## src/rtl/scramble_sequencer_if.sv

```systemverilog
// scramble_sequencer_if: control and move-output bundle of the scramble sequencer
interface scramble_sequencer_if;
  logic       start;
  logic       abort;
  logic       busy;
  logic       done;
  logic       fire;
  logic       x_nRow;
  logic [3:0] row_column;
  logic [7:0] moves_left;
  modport master (input start, abort, output busy, done, fire, x_nRow, row_column, moves_left);
  modport slave (output start, abort, input busy, done, fire, x_nRow, row_column, moves_left);
endinterface

```

## src/rtl/scramble_sequencer.sv

```systemverilog
// scramble_sequencer: paced burst of pseudo-random row/column moves; optional macro NO_UNDO_EN
module scramble_sequencer #(
  parameter int          NUM_MOVES  = 16,
  parameter int          GAP_CYCLES = 1000000,
  parameter logic [15:0] LFSR_SEED  = 16'hACE1
) (
  input logic                  clk,
  input logic                  rst_n,
  scramble_sequencer_if.master bus
);
  localparam int GW = $clog2(GAP_CYCLES) + 1;
  typedef enum logic [1:0] {IDLE, ISSUE, GAP, DONE} state_t;
  state_t        state_q, state_d;
  logic [15:0]   lfsr_q;
  logic          start_q;
  logic [7:0]    ml_q, ml_d;
  logic [GW-1:0] gap_q, gap_d;
  logic          x_q, x_d;
  logic [3:0]    rc_q, rc_d;
  logic          fire, accept, rep;
  logic          x_draw;
  logic [3:0]    rc_draw;
  assign x_draw  = lfsr_q[2];
  assign rc_draw = 4'b0001 << lfsr_q[1:0];
  assign accept  = state_q == IDLE && bus.start && !start_q && !bus.abort;
`ifdef NO_UNDO_EN
  logic [4:0] prev_q;
  // prev clears to zero, which can never equal a one-hot draw
  assign rep = {x_q, rc_q} == prev_q;
  always_ff @(posedge clk or negedge rst_n)
    if (!rst_n) prev_q <= '0;
    else if (accept) prev_q <= '0;
    else if (fire) prev_q <= {x_q, rc_q};
`else
  assign rep = 1'b0;
`endif
  always_comb begin
    state_d = state_q;
    ml_d    = ml_q;
    gap_d   = gap_q;
    x_d     = x_q;
    rc_d    = rc_q;
    fire    = 1'b0;
    unique case (state_q)
      IDLE: if (accept) begin
        ml_d    = 8'(NUM_MOVES);
        state_d = NUM_MOVES == 0 ? DONE : ISSUE;
        x_d     = x_draw;
        rc_d    = rc_draw;
      end
      ISSUE: begin
        if (rep) begin
          x_d  = x_draw;
          rc_d = rc_draw;
        end else begin
          fire    = 1'b1;
          ml_d    = ml_q - 8'd1;
          gap_d   = GW'(GAP_CYCLES - 2);
          state_d = GAP;
        end
        if (bus.abort) begin
          state_d = IDLE;
          ml_d    = '0;
        end
      end
      GAP: begin
        gap_d = gap_q - 1'b1;
        if (gap_q == '0) begin
          state_d = ml_q != '0 ? ISSUE : DONE;
          x_d     = x_draw;
          rc_d    = rc_draw;
        end
        if (bus.abort) begin
          state_d = IDLE;
          ml_d    = '0;
        end
      end
      DONE: state_d = IDLE;
      default: state_d = IDLE;
    endcase
  end
  always_ff @(posedge clk or negedge rst_n)
    if (!rst_n) begin
      state_q <= IDLE;
      lfsr_q  <= LFSR_SEED;
      start_q <= 1'b0;
      ml_q    <= '0;
      gap_q   <= '0;
      x_q     <= 1'b0;
      rc_q    <= '0;
    end else begin
      state_q <= state_d;
      lfsr_q  <= {lfsr_q[14:0], lfsr_q[15] ^ lfsr_q[13] ^ lfsr_q[12] ^ lfsr_q[10]};
      start_q <= bus.start;
      ml_q    <= ml_d;
      gap_q   <= gap_d;
      x_q     <= x_d;
      rc_q    <= rc_d;
    end
  assign bus.busy       = state_q == ISSUE || state_q == GAP;
  assign bus.done       = state_q == DONE;
  assign bus.fire       = fire;
  assign bus.x_nRow     = x_q;
  assign bus.row_column = bus.busy ? rc_q : 4'b0000;
  assign bus.moves_left = ml_q;
endmodule
```

## src/flat_wrapper.sv

```systemverilog
// flat-port wrapper written by rule: the top's interface ports become plain ports
module scramble_sequencer_flat 
#(
  parameter int          NUM_MOVES  = 16,
  parameter int          GAP_CYCLES = 1000000,
  parameter logic [15:0] LFSR_SEED  = 16'hACE1
)
  (clk, rst_n, bus_start, bus_abort, bus_busy, bus_done, bus_fire, bus_x_nRow, bus_row_column, bus_moves_left);
  scramble_sequencer_if bus_i ();
  input logic clk;
  input logic rst_n;
  input wire logic [$bits(bus_i.start)-1:0] bus_start;
  input wire logic [$bits(bus_i.abort)-1:0] bus_abort;
  output wire logic [$bits(bus_i.busy)-1:0] bus_busy;
  output wire logic [$bits(bus_i.done)-1:0] bus_done;
  output wire logic [$bits(bus_i.fire)-1:0] bus_fire;
  output wire logic [$bits(bus_i.x_nRow)-1:0] bus_x_nRow;
  output wire logic [$bits(bus_i.row_column)-1:0] bus_row_column;
  output wire logic [$bits(bus_i.moves_left)-1:0] bus_moves_left;
  assign bus_i.start = bus_start;
  assign bus_i.abort = bus_abort;
  assign bus_busy = bus_i.busy;
  assign bus_done = bus_i.done;
  assign bus_fire = bus_i.fire;
  assign bus_x_nRow = bus_i.x_nRow;
  assign bus_row_column = bus_i.row_column;
  assign bus_moves_left = bus_i.moves_left;
  scramble_sequencer #(.NUM_MOVES(NUM_MOVES), .GAP_CYCLES(GAP_CYCLES), .LFSR_SEED(LFSR_SEED)) u_core (.clk(clk), .rst_n(rst_n), .bus(bus_i));
endmodule
```

## config.mk

```make
export PLATFORM = sky130hd
export DESIGN_NAME = scramble_sequencer_flat
export DESIGN_NICKNAME = d
export VERILOG_FILES = /design/src/rtl/scramble_sequencer_if.sv /design/src/rtl/scramble_sequencer.sv /design/src/flat_wrapper.sv
export SDC_FILE = /design/constraint.sdc
export NUM_CORES = 1
export LEC_CHECK = 0
export CAP_MARGIN = 20
export CORE_MARGIN = 3
export CORE_UTILIZATION = 36
export DETAILED_ROUTE_END_ITERATION = 12
export GPL_TIMING_DRIVEN = 1
export PLACE_DENSITY = 0.55
export REMOVE_ABC_BUFFERS = 1
export SETUP_SLACK_MARGIN = 0.1
export SYNTH_ARGS = -nofsm -noshare
export SYNTH_HDL_FRONTEND = slang
export SYNTH_SLANG_ARGS = --single-unit
```

## constraint.sdc

```tcl
create_clock -name clk -period 5.8 [get_ports clk]
set_input_delay 0.58 -clock clk [delete_from_list [all_inputs] [get_ports clk]]
set_output_delay 0.58 -clock clk [all_outputs]
set_load 0.05 [all_outputs]
```

## After elaboration in Yosys (flattened, before gate mapping)

Cells that the tools add are included.

| storage, ports and cells | value |
|---|---|
| output and inout port bits | 16 |
| bits in registers | 53 |
| word-level logic and storage cells | 54 |

| operators by class | value |
|---|---|
| reductions and logical operators | 15 |
| eq/ne operators | 7 |
| multiplexer cells | 19 |
| add/subtract/negate cells | 2 |
| shifts and indexed selects | 1 |
| bitwise operators | 3 |

Operators with widths:

| cell | count |
|---|---|
| $pmux W21 S2 | 1 |
| $mux W8 | 3 |
| $pmux W8 S3 | 1 |
| $logic_not A21 Y1 | 1 |
| $sub A21 B1 Y21 const B | 1 |
| $mux W4 | 3 |
| $mux W2 | 5 |
| $pmux W2 S4 | 1 |
| $pmux W4 S2 | 1 |
| $reduce_bool A8 Y1 | 1 |
| $sub A8 B1 Y8 const B | 1 |
| $reduce_and A3 Y1 | 2 |
| $eq A2 B2 Y1 const B | 2 |
| $ne A2 B1 Y1 const B | 2 |
| $reduce_bool A2 Y1 | 2 |
| $shl A1 B2 Y4 const A | 1 |
| $logic_and A1 B1 Y1 | 3 |
| $mux W1 | 3 |
| $ne A3 B2 Y1 const B | 1 |
| $reduce_bool A3 Y1 | 1 |
| $xor A1 B1 Y1 | 3 |
| $eq A2 B1 Y1 const B | 1 |
| $logic_not A1 Y1 | 2 |
| $logic_not A2 Y1 | 1 |
| other kinds (4) | 4 |

## Longest topological paths before layout

| logic depth | value |
|---|---|
| word-level depth | 6 |
| depth in mapped cells | 8 |
| depth with buffers taken out | 6 |

## Least setup slack after synthesis

OpenSTA, ideal clock, no wires.

| timing | value |
|---|---|
| path kind | flip-flop to output port |
| start | reg u_core.state_q[0] |
| end | out bus_row_column[0] |
| cell stages (with the launch flop) | 6 |
| setup slack | 3.143 ns |
| buffers on the path | 2 |
| arrival time | 2.077 ns |
| cell sequence | dfrtp_1 inv_1 ha_1 clkbuf_1 clkbuf_1 and2_1 |

| between the ends | value |
|---|---|
| cells in the longest elaborated chain, start to end | 3 |

RTL lines:

| element | RTL line | source |
|---|---|---|
| from (decl) | scramble_sequencer.sv:13 | `state_t state_q, state_d;` |
| from (signal assigned) | scramble_sequencer.sv:92 | `state_q <= state_d;` |
| $eq A2 B1 Y1 / $eq A2 B2 Y1 (equally long branches) | scramble_sequencer.sv:100 | `assign bus.busy = state_q == ISSUE \|\| state_q == GAP;` |
| $logic_or A1 B1 Y1 (*) | scramble_sequencer.sv:100 |  |
| via bus_busy | flat_wrapper.sv:14 | `output wire logic [$bits(bus_i.busy)-1:0] bus_busy;` |
| $mux W4 (*) | scramble_sequencer.sv:104 | `assign bus.row_column = bus.busy ? rc_q : 4'b0000;` |
| to (decl) | flat_wrapper.sv:18 | `output wire logic [$bits(bus_i.row_column)-1:0] bus_row_column;` |

The timed path passes the listed nets; every way through them passes the cells marked *.

## Worst setup path after layout

| timing | value |
|---|---|
| start | reg u_core.state_q[0] |
| end | out bus_row_column[2] |

| between the ends | value |
|---|---|
| cells in the longest elaborated chain, start to end | 3 |

RTL lines:

| element | RTL line |
|---|---|
| $eq A2 B1 Y1 / $eq A2 B2 Y1 (equally long branches) | scramble_sequencer.sv:100 |
| $logic_or A1 B1 Y1 (*) | scramble_sequencer.sv:100 |
| $mux W4 (*) | scramble_sequencer.sv:104 |

Mark *: on every way between the ends. The rest lies on a longest branch, timed or not.

==> metrics.txt <==
# TYPE chip_impl_metric gauge
chip_impl_info{name="outcome",value="finished, final reports clean"} 1
chip_impl_metric{name="critPathArrivalTime",unit="ns"} 2.60
chip_impl_metric{name="reg2reg_slack",unit="ns"} 3.12
chip_impl_metric{name="total_leakage_power",unit="nW"} 1.20
chip_impl_metric{name="maxSlewViolCount",unit=""} 0
chip_impl_info{name="synth_area_leaders",value="sky130_fd_sc_hd__dfrtp_1 43%, sky130_fd_sc_hd__dfstp_2 8.0%, sky130_fd_sc_hd__ha_1 4.3%"} 1
chip_impl_metric{name="io_buffer_count",unit=""} 19
chip_impl_metric{name="global_route_wire_length_before_repair",unit="mm"} 8.69
chip_impl_metric{name="cts_max_path_buffers",unit=""} 2
chip_impl_info{name="grt_setup_unrepaired",value="no"} 1
chip_impl_metric{name="final_setup_fails",unit=""} 0
chip_impl_metric{name="maxClockFrequency",unit="MHz"} 315
chip_impl_info{name="critical_path.endpoint_type",value="primary output"} 1
chip_impl_metric{name="first_global_vias",unit=""} 1784
chip_impl_metric{name="timing.max_cap.violations",unit=""} 0
chip_impl_metric{name="final.setup.tns",unit="ns"} 0
chip_impl_metric{name="place_ws",unit="ns"} 2.95
chip_impl_metric{name="globalplace.congestion",unit=""} 0.796
chip_impl_metric{name="grt.met2_usage",unit=""} 0.188
chip_impl_metric{name="cts_buffers",unit=""} 5
chip_impl_metric{name="worst-endpoint-required",unit="ns"} 5.22
chip_impl_metric{name="final_worst_setup_slack",unit="ns"} 2.62
chip_impl_metric{name="std_cell_rows",unit=""} 30
chip_impl_metric{name="post_synth.cell_area_avg",unit="um^2"} 10.5
chip_impl_metric{name="htree_num_levels",unit=""} 2
chip_impl_metric{name="finalNetCount",unit=""} 281
chip_impl_metric{name="globalRouteMet1Util",unit=""} 0.188
chip_impl_metric{name="worst_skew_pair.late_latency",unit="ns"} 0.31
chip_impl_metric{name="power.density",unit="nW/um^2"} 421
chip_impl_metric{name="initial_core_util",unit=""} 0.379
chip_impl_metric{name="totalWireLength",unit="mm"} 5.06
chip_impl_metric{name="die_area",unit="um^2"} 8330
chip_impl_metric{name="n_antenna_cell",unit=""} 0
chip_impl_metric{name="cts.hold.buffers_added",unit=""} 0
chip_impl_metric{name="syn_inst",unit=""} 249
chip_impl_metric{name="drt_first_iter_violations",unit=""} 76
chip_impl_metric{name="drt-pass1-iter-count",unit=""} 4
chip_impl_metric{name="dp_hpwl",unit="mm"} 3.43
chip_impl_metric{name="core_area",unit="um^2"} 6910
chip_impl_metric{name="cts.repair.resized",unit=""} 0
chip_impl_metric{name="synth_cell_area",unit="um^2"} 2620
chip_impl_metric{name="vias_per_cell",unit=""} 5.02
chip_impl_metric{name="clkSinkCount",unit=""} 53
chip_impl_metric{name="post_synth_cell_types",unit=""} 44
chip_impl_metric{name="area_growth_syn_to_layout",unit="%"} 15.0
chip_impl_metric{name="slew-limit-headroom",unit=""} 0.488
chip_impl_metric{name="route.vias.total",unit=""} 1832
chip_impl_info{name="cts_root_buffer",value="sky130_fd_sc_hd__clkbuf_8"} 1
chip_impl_metric{name="synth_largest_type_area_fraction",unit=""} 0.430
chip_impl_metric{name="num_io_pins",unit=""} 20
chip_impl_metric{name="grt_max_degree",unit=""} 54
chip_impl_metric{name="synth_seq_area_share",unit=""} 0.511
chip_impl_metric{name="cts.reportedPaths.clkPinSlew",unit="ns"} 0.10
chip_impl_metric{name="global_route.overflow_total",unit=""} 0
chip_impl_info{name="ys_dominant_reg_cell",value="sky130_fd_sc_hd__dfrtp_1"} 1
chip_impl_info{name="cts_tree",value="yes"} 1
chip_impl_info{name="synth_top_area_cell",value="sky130_fd_sc_hd__dfrtp_1"} 1
chip_impl_metric{name="async_flop_share",unit=""} 1.00
chip_impl_metric{name="synthesis.yosys.warnings",unit=""} 0
chip_impl_metric{name="antenna_found_initial",unit=""} 0
chip_impl_metric{name="worst_slew_pin_slew",unit="ns"} 0.762
chip_impl_info{name="timing.setup.critical_path_class",value="reg2out"} 1
chip_impl_info{name="min-delay-path-class",value="reg2reg"} 1
chip_impl_metric{name="globalRouteMet3Util",unit=""} 0.0331
chip_impl_metric{name="synth-edff-count",unit=""} 0
chip_impl_info{name="yosysMostFrequentCell",value="sky130_fd_sc_hd__dfrtp_1"} 1
chip_impl_metric{name="routedWlPerCell",unit="um"} 13.9
chip_impl_metric{name="worst_ir_drop_vdd",unit="mV"} 0.124
chip_impl_metric{name="layout_min_cycle_time",unit="ns"} 3.18
chip_impl_metric{name="chipHeight",unit="um"} 91.3
chip_impl_metric{name="final_hold_viol_count",unit=""} 0
chip_impl_metric{name="critical_path_peak_fanout",unit=""} 21
chip_impl_metric{name="register_bit_total_from_synthesis",unit=""} 53
chip_impl_metric{name="fin_skew",unit="ns"} 0.00714
chip_impl_metric{name="die_width",unit="um"} 91.3
chip_impl_metric{name="min_period_over_period",unit=""} 0.548
chip_impl_metric{name="post_cts_setup_bufs",unit=""} 0
chip_impl_metric{name="share_of_layout_cells_above_drive_strength_1",unit=""} 0.108
chip_impl_info{name="synthTopCellsByCount",value="45 x sky130_fd_sc_hd__dfrtp_1, 26 x sky130_fd_sc_hd__nor2_1, 17 x sky130_fd_sc_hd__o21ai_0"} 1
chip_impl_metric{name="drt.antenna.violating_nets",unit=""} 0
chip_impl_info{name="setup.worst_path.start_class",value="register"} 1
chip_impl_metric{name="grt_util_all_layers",unit=""} 0.129
chip_impl_metric{name="drc",unit=""} 0
chip_impl_info{name="gr-max-usage-layer",value="met1"} 1
[path summary, 6_finish.rpt]
check | startpoint | end | depth (start not counted)
max | u_core.state_q[0]$_DFFE_PN0P_ | bus_row_column[2] | 4
min | u_core.lfsr_q[14]$_DFF_PN0_ | u_core.lfsr_q[15]$_DFF_PN1_ | 0
max reg2reg | u_core.state_q[0]$_DFFE_PN0P_ | u_core.gap_q[19]$_DFFE_PN0N_ | 6
min reg2reg | u_core.lfsr_q[14]$_DFF_PN0_ | u_core.lfsr_q[15]$_DFF_PN1_ | 0
max in group asynchronous | rst_n | u_core.gap_q[0]$_DFFE_PN0N_ | 2
min in group asynchronous | rst_n | u_core.bus.moves_left[0]$_DFFE_PN0P_ | 2
[placed cells by master (no fill, tap or decap), types with 5 or more instances in the layout]
cell / n
sky130_fd_sc_hd__ha_1: 9
sky130_fd_sc_hd__clkbuf_8: 5
sky130_fd_sc_hd__o21ai_0: 17
sky130_fd_sc_hd__nor2_1: 26
sky130_fd_sc_hd__a21oi_1: 6
sky130_fd_sc_hd__or4_1: 5
sky130_fd_sc_hd__inv_1: 13
sky130_fd_sc_hd__dfrtp_1: 45
sky130_fd_sc_hd__clkdlybuf4s50_1: 18
sky130_fd_sc_hd__xor2_1: 8
sky130_fd_sc_hd__mux2i_1: 5
sky130_fd_sc_hd__nand3_1: 8
sky130_fd_sc_hd__dfstp_2: 8
sky130_fd_sc_hd__and2_1: 5
sky130_fd_sc_hd__nand2b_1: 8
sky130_fd_sc_hd__nor3_1: 6
sky130_fd_sc_hd__nand2_1: 16
sky130_fd_sc_hd__or3_1: 5
[flip-flops by register name, indices dropped and copies added, names as in the netlist]
register,flops
u_core.state_q,2
u_core.rc_q,4
u_core.bus.x_nRow,1
u_core.start_q,1
u_core.bus.moves_left,8
u_core.lfsr_q,16
u_core.gap_q,21
[cell families after synthesis]
| kind of cell | after synthesis | synth area share |
|---|---|---|
| adder cells (fa/ha/maj) | 9 | 0.0430 |
| flip-flops | 53 | 0.511 |
| multiplexers | 8 | 0.0320 |
| XOR/XNOR | 12 | 0.0402 |
| AND/OR/NAND/NOR | 102 | 0.228 |
| AO/OA/AOI/OAI | 44 | 0.113 |
| buffers and inverters | 21 | 0.0330 |
[final cells by class]
type | instances | area (um^2)
Multi-Input combinational cell | 175 | 1190
Tap cell | 96 | 120
Clock buffer | 5 | 68.8
Fill cell | 700 | 3900
Clock inverter | 3 | 48.8
Timing Repair Buffer | 20 | 193
Sequential cell | 53 | 1340
Inverter | 13 | 48.8
[critical path: stages, from the launching register on]
cell and delay, ns:
sky130_fd_sc_hd__dfrtp_1 0.41, sky130_fd_sc_hd__inv_1 0.09, sky130_fd_sc_hd__ha_1 0.75, sky130_fd_sc_hd__and2_1 0.23, sky130_fd_sc_hd__clkdlybuf4s50_1 0.81
[power by group]
group | internal (mW) | switching, mW
logic | 0.182 | 0.374
clock network | 0.132 | 0.128
registers | 0.412 | 0.0407
[per-layer routing]
layer	up-vias	wire length (um)
met1	890	2630
met3	2	163
met2	27	2230
li1	913	-
met4	0	42
met5	-	0
[through the flow]
stage / power [mW] / util / hold WS, ns / instances / cell area, um^2
after global placement: 1.02 / 0.419 / 0.336 / 357 / 2890
after floorplan: 0.848 / - / 0.284 / 241 / 2580
after CTS: 1.28 / 0.436 / 0.361 / 365 / 3010
final: 1.27 / 0.436 / 0.358 / 365 / 3010
after global routing: 1.35 / 0.436 / 0.367 / 365 / 3010
after detailed placement: 1.02 / 0.419 / 0.336 / 357 / 2890
No activity file was read; power rests on OpenSTA's default activity.
